===== config.mk =====
export PLATFORM = sky130hd
export DESIGN_NAME = uart_rx_ctrl
export DESIGN_NICKNAME = d
export VERILOG_FILES = /design/src/rtl/uart_rx_ctrl.sv
export SDC_FILE = /design/constraint.sdc
export NUM_CORES = 1
export LEC_CHECK = 0
export ABC_AREA = 1
export CORE_MARGIN = 8
export CORE_UTILIZATION = 55
export DETAILED_ROUTE_END_ITERATION = 10
export GPL_TIMING_DRIVEN = 0
export PLACE_DENSITY = 0.91
export SLEW_MARGIN = 40
export SYNTH_ARGS = -nofsm -noshare
export SYNTH_HDL_FRONTEND = slang
export SYNTH_SLANG_ARGS = --single-unit

===== constraint.sdc =====
create_clock -name fsm_clk -period 3.8 [get_ports fsm_clk]
set_clock_uncertainty 0.2 [all_clocks]
set_input_delay 0.57 -clock fsm_clk [delete_from_list [all_inputs] [get_ports fsm_clk]]
set_output_delay 0.57 -clock fsm_clk [all_outputs]
set_load 0.01 [all_outputs]

===== src/rtl/uart_rx_ctrl.sv =====
// uart_rx_ctrl: receive-side sequencer for the UART.
// Qualifies the start bit at mid-bit on the oversampled baud tick and
// drives load/shift into the RX shift register. It also checks the stop bit
// and holds a completed character for the host through a valid/ack handshake.
module uart_rx_ctrl #(
  parameter int unsigned DATA_BITS  = 8,
  parameter int unsigned OVERSAMPLE = 16
) (
  input  logic fsm_clk,
  input  logic fsm_rst_n,
  input  logic baud_tick,
  input  logic rxd_sync,
  input  logic data_ack,
  output logic load,
  output logic shift,
  output logic shift_bit,
  output logic busy,
  output logic data_valid,
  output logic frame_err,
  output logic overrun_err
);

  localparam int unsigned TW = $clog2(OVERSAMPLE);
  localparam int unsigned BW = $clog2(DATA_BITS + 1);
  localparam logic [TW-1:0] START_LIM = TW'(OVERSAMPLE / 2 - 1);
  localparam logic [TW-1:0] BIT_LIM   = TW'(OVERSAMPLE - 1);
  localparam logic [BW-1:0] LAST_BIT  = BW'(DATA_BITS - 1);

  typedef enum logic [1:0] {IDLE, START, DATA, STOP} state_e;

  state_e        state, state_nx;
  logic [TW-1:0] tick_cnt, tick_cnt_nx;
  logic [BW-1:0] bit_cnt, bit_cnt_nx;
  logic          load_nx, shift_nx, shift_bit_nx, valid_nx, ferr_nx, ovr_nx;

  // Next-state, counter and output decode; everything advances only on a baud tick.
  always_comb begin
    state_nx     = state;
    tick_cnt_nx  = tick_cnt;
    bit_cnt_nx   = bit_cnt;
    load_nx      = 1'b0;
    shift_nx     = 1'b0;
    shift_bit_nx = 1'b0;
    ferr_nx      = 1'b0;
    ovr_nx       = 1'b0;
    valid_nx     = data_valid & ~data_ack;
    if (baud_tick) begin
      case (state)
        IDLE: begin
          tick_cnt_nx = '0;
          if (!rxd_sync) state_nx = START;
        end
        START: begin
          if (tick_cnt == START_LIM) begin
            tick_cnt_nx = '0;
            if (!rxd_sync) begin
              state_nx   = DATA;
              bit_cnt_nx = '0;
              load_nx    = 1'b1;
            end else begin
              state_nx = IDLE;
            end
          end else begin
            tick_cnt_nx = tick_cnt + 1'b1;
          end
        end
        DATA: begin
          if (tick_cnt == BIT_LIM) begin
            tick_cnt_nx  = '0;
            shift_nx     = 1'b1;
            shift_bit_nx = rxd_sync;
            bit_cnt_nx   = bit_cnt + 1'b1;
            if (bit_cnt == LAST_BIT) state_nx = STOP;
          end else begin
            tick_cnt_nx = tick_cnt + 1'b1;
          end
        end
        STOP: begin
          if (tick_cnt == BIT_LIM) begin
            tick_cnt_nx = '0;
            state_nx    = IDLE;
            if (rxd_sync) begin
              // A new set overrides a same-cycle ack, so only flag overrun
              // when the old character is still pending and not being taken.
              valid_nx = 1'b1;
              ovr_nx   = data_valid & ~data_ack;
            end else begin
              ferr_nx = 1'b1;
            end
          end else begin
            tick_cnt_nx = tick_cnt + 1'b1;
          end
        end
        default: state_nx = IDLE;
      endcase
    end
  end

  // State, counters and registered outputs.
  always_ff @(posedge fsm_clk or negedge fsm_rst_n) begin
    if (!fsm_rst_n) begin
      state       <= IDLE;
      tick_cnt    <= '0;
      bit_cnt     <= '0;
      load        <= 1'b0;
      shift       <= 1'b0;
      shift_bit   <= 1'b0;
      busy        <= 1'b0;
      data_valid  <= 1'b0;
      frame_err   <= 1'b0;
      overrun_err <= 1'b0;
    end else begin
      state       <= state_nx;
      tick_cnt    <= tick_cnt_nx;
      bit_cnt     <= bit_cnt_nx;
      load        <= load_nx;
      shift       <= shift_nx;
      shift_bit   <= shift_bit_nx;
      busy        <= (state_nx != IDLE);
      data_valid  <= valid_nx;
      frame_err   <= ferr_nx;
      overrun_err <= ovr_nx;
    end
  end

endmodule


* After elaboration in Yosys (flattened, before gate mapping)
Index checks and enable logic that the tools add are counted.
Word-level totals: bits in registers 17, bits in latches 0, RAM bits 0, memory bits (read-only) 0, input port bits 5, word-level logic and storage cells 64, memories 0
Operators by class: $add $sub $neg 2, $mul 0, div/mod/pow operators 0, magnitude comparators 0, equality and inequality tests 9, shifts and indexed selects 0, mux-type cells 36, bitwise logic cells 2, reduce and logical (&&, ||, !) cells 5
Operator list (count):
- 1-bit 2-to-1 mux | 21
- 4-bit 2-to-1 mux | 5
- 2-bit 2-to-1 mux | 7
- 4-bit one-hot mux with 3 select lines | 1
- 4-bit by 1-bit adder with 4-bit output (second input constant) | 2
- 4-bit by 3-bit equality test with 1-bit output (second input constant) | 2
- 2-bit one-hot mux with 4 select lines | 1
- 4-bit one-hot mux with 2 select lines | 1
- 2-bit != test (second input constant) | 3
- 5-bit AND reduction | 1
- 2-bit equality test (second input constant) | 2
- 4-bit equality test (second input constant) | 1
- 2-bit nonzero test | 2
- 2-bit by 1-bit equality test with 1-bit output (second input constant) | 1
- 2-bit logical NOT | 1
- 2-bit OR reduction | 1
- 1-bit AND | 1
- 1-bit NOT | 1

* Depth between registers and ports, before layout
depth after elaboration 6, mapped depth 7

* Least setup slack after synthesis
OpenSTA, ideal clock, no wires.
path kind register -> register, start point register tick_cnt[0], end point register busy, setup time 0.128 ns, arrival time 1.113 ns, path slack 2.359 ns, stages on the path, launching flop included 7, path buffers 0, clock period less this slack 1.441 ns, path through dfrtp_1 -> ha_1 -> nand3_2 -> o21bai_2 -> nand2_1 -> a21oi_2 -> nand3_1
Between the ends: cells in the longest elaborated chain, start to end 5
Ends and longest elaborated chain:
- start: declaration | line 32 | logic [TW-1:0] tick_cnt, tick_cnt_nx;
- start signal: assignment | line 114 | tick_cnt <= tick_cnt_nx;
- 4-bit equality test or 4-bit by 3-bit equality test with 1-bit output (tied branches) | line 68, 79, 54
- 2-bit 2-to-1 mux, on equally long branches | line 79, 54, 68
- 2-bit one-hot mux with 4 select lines (*) | line 48 | case (state)
- 2-bit 2-to-1 mux (*) | line 47 | if (baud_tick) begin
- 2-bit nonzero test (*) | line 119 | busy <= (state_nx != IDLE);
- end signal: assignment | line 119
- end: declaration | line 17 | output logic busy,
Mark *: on every way between the ends. The rest lies on a longest branch, timed or not. A chain may end at the register's enable or synchronous reset.

* Worst setup path in the final report
start point register data_valid, end point output data_valid
RTL lines:
- start: declaration | line 18 | output logic data_valid,
- start signal: assignment | line 120 | data_valid <= valid_nx;
No word-level cell between the ends.

==> impl_results.md <==
- Status: complete, no violations
- Met2 Usage GRT: 0.186
- Worst hold path depth: 1
- Asr flop ratio synth: 1.00
- Tmin final: 1.96 ns
- Final setup TNS: 0 ns
- Slew @ Worst Pin: 0.689 ns
- Post-synth top cells: 22 x nand2_1, 17 x dfrtp_1, 10 x inv_1
- DP HPWL: 1.25 mm
- Post-Syn Area: 868 µm²
- Pins over their slew limit: 0
- Vias in the first global route: 679
- Period utilization: 0.517
- Drt wl/cell: 12.6 µm
- Met1 capacity usage during global routing: 0.123
- Worst-path maximum fanout: 2
- Synth area leader: dfrtp_1
- Most used DFF post-synth: dfrtp_1
- Area growth from synthesis to layout: 18.2%
- Total wire length: 1.63 mm
- Core box area: 0.00149 mm²
- Worst Hold Class: flop to flop
- Ranking of synthesized cells by area: dfrtp_1 49%, nand2_1 9.5%, nand3_1 5.2%, inv_1 4.3%, nor2_1 3.9%
- Cts hold-fix bufs: 0
- GR Util All Layers: 0.114
- Power Dens Cells: 474 mW/mm²
- Synthesis Warnings: 0
- Syn_area_per_cell: 8.86 µm²
- Cell count after synthesis: 98
- Fmax: 0.509 GHz
- Resized cells post-CTS: 0
- Mapped Nets: 105
- Grt total ovfl: 0
- Post-synth cell types: 23
- Critical Path Sink Type: output port
- Power Total: 487 µW
- First-pass GRT wire length: 2.85 mm
- Worst Path Buf+Inv: 1
- Clk root buf: clkbuf_4
- RSZ-0062 raised after global routing: no
- Port Buffer Count: 11
- DRT Pass-1 Iters: 4
- Clk_lat worst skew: 0.30 ns
- Max H-tree Level: 1
- Yosys reg bits: 17
- Most frequent cell after synthesis: nand2_1
- Nature of the critical path startpoint: flop
- Critical path required time: 3.03 ns
- Pleak: 0.522 nW
- Reg2reg setup slack: 2.21 ns
- # DRC: 0
- Drt via density: 5.26
- Initial Utilization: 0.583
- Via count: 678
- Postcts setup bufs: 0
- Layout cells sized above 1: 0.204
- # diodes: 0
- Initial antenna violation count: 0
- Global routing usage on met3: 0.0365
- Peak supply drop: 0.000334 V
- CP top delay family: buffers and inverters
- Reg clk slew, reported paths: 0.09 ns
- Area of the die: 0.00311 mm²
- Final GP Congestion: 0.861
- Origin of the worst min-delay path: tick_cnt[0]
- WS Path Type: flop to output port
- Number of synthesized flops with an enable pin: 0
- Slowest Stage Delay on Critical Path: 0.54 ns
- Sequential share of the synthesized area: 0.490
- Layout Nets: 121
- Arr. time, crit path: 1.19 ns
- GRT Max-Usage Layer: met2
- Hold Fails Final Rpt: 0
- Die height: 55.7 µm
- Worst slew margin: 0.539
- Final ANT Viol Nets: 0
- Row cnt: 14
- CTS tree: yes
- Post-synth top area share: 0.490
- Total clock sinks: 17
- MaxCap Viol Count: 0
- CP max stage cell: clkdlybuf4s50_1
- Largest net degree at the start of global routing: 18
- Setup violators final: 0
- WHS Endpoint: tick_cnt[0]
- Maximum root-to-sink buffer count: 2
- Chip width: 55.7 µm
- Final core occ: 0.689
- RR Endpoint: busy
- Crit path cell chain: clkdlybuf4s50_1
- R2r startpoint: tick_cnt[0]
- Reg2Reg Depth: 6
- Clock buffer count from CTS: 3
- Drt initial violations: 18
- # IOs: 12
sequential cells by signal, indices dropped and copies added, names as in the netlist:
register	count
bit_cnt	4
busy	1
data_valid	1
frame_err	1
load	1
overrun_err	1
shift	1
shift_bit	1
state	2
tick_cnt	4
cells by family (layout without fill, tap and decap cells):
| family | Yosys count | after routing | synth area share |
|---|---|---|---|
| fa+ha+maj | 2 | 2 | 0.0288 |
| xor+xnor | 3 | 3 | 0.0303 |
| flops | 17 | 17 | 0.490 |
| buf+inv | 14 | 29 | 0.0663 |
| simple gates | 50 | 50 | 0.287 |
| compound gates | 12 | 12 | 0.0980 |
cell usage in the layout, fill, tap and decap left out, types with 3 or more instances in the layout:
| cell | instances |
|---|---|
| nand2_1 | 22 |
| dfrtp_1 | 17 |
| clkdlybuf4s50_1 | 11 |
| inv_1 | 10 |
| nand3_1 | 9 |
| nor2_1 | 9 |
| a21oi_1 | 4 |
| nor2_2 | 3 |
| a21oi_2 | 3 |
| clkbuf_4 | 3 |
stage by stage:
stage	worst slack (ns)	area (µm²)	instances	hold WS [ns]
2_1_floorplan	2.36	868	98	0.0744
3_3_place_gp	1.86	998	125	0.282
3_5_place_dp	1.84	998	125	0.292
4_1_cts	1.83	1030	129	0.305
5_1_grt	1.81	1030	129	0.342
6_report	1.84	1030	129	0.304
where the power goes:
| group | switching, mW | total (mW) | leakage (nW) | internal [mW] |
|---|---|---|---|---|
| Combinational | 0.0801 | 0.139 | 0.286 | 0.0591 |
| Sequential | 0.0349 | 0.250 | 0.219 | 0.215 |
| Clock | 0.0586 | 0.0979 | 0.0177 | 0.0393 |
| Total | 0.174 | 0.487 | 0.522 | 0.313 |
routing by layer:
| layer | vias up | share of wire | wire length (µm) |
|---|---|---|---|
| li1 | 344 | - | - |
| met1 | 311 | 0.44 | 710 |
| met2 | 18 | 0.46 | 754 |
| met3 | 5 | 0.073 | 119 |
| met4 | 0 | 0.025 | 41 |
| met5 | - | 0 | 0 |
area by class of cell:
type / count / area [µm²]
Buffer: 1 / 7.51
Inverter: 13 / 50.0
Clock inverter: 1 / 5.00
Fill cell: 105 / 463
Multi-Input combinational cell: 67 / 385
Tap cell: 16 / 20.0
Clock buffer: 3 / 22.5
Timing Repair Buffer: 11 / 110
Sequential cell: 17 / 425
how the worst max path moves through the flow:
| stage | startpoint | end | slack (ns) | cells past startpoint |
|---|---|---|---|---|
| floorplan | tick_cnt[0] | busy | 2.36 | 6 |
| global placement | baud_tick | frame_err | 1.86 | 4 |
| detailed placement | baud_tick | busy | 1.84 | 6 |
| CTS | data_valid | data_valid | 1.83 | 1 |
| global route | data_valid | data_valid | 1.81 | 1 |
| finish | data_valid | data_valid | 1.84 | 1 |
No activity file was read; power rests on OpenSTA's default activity.
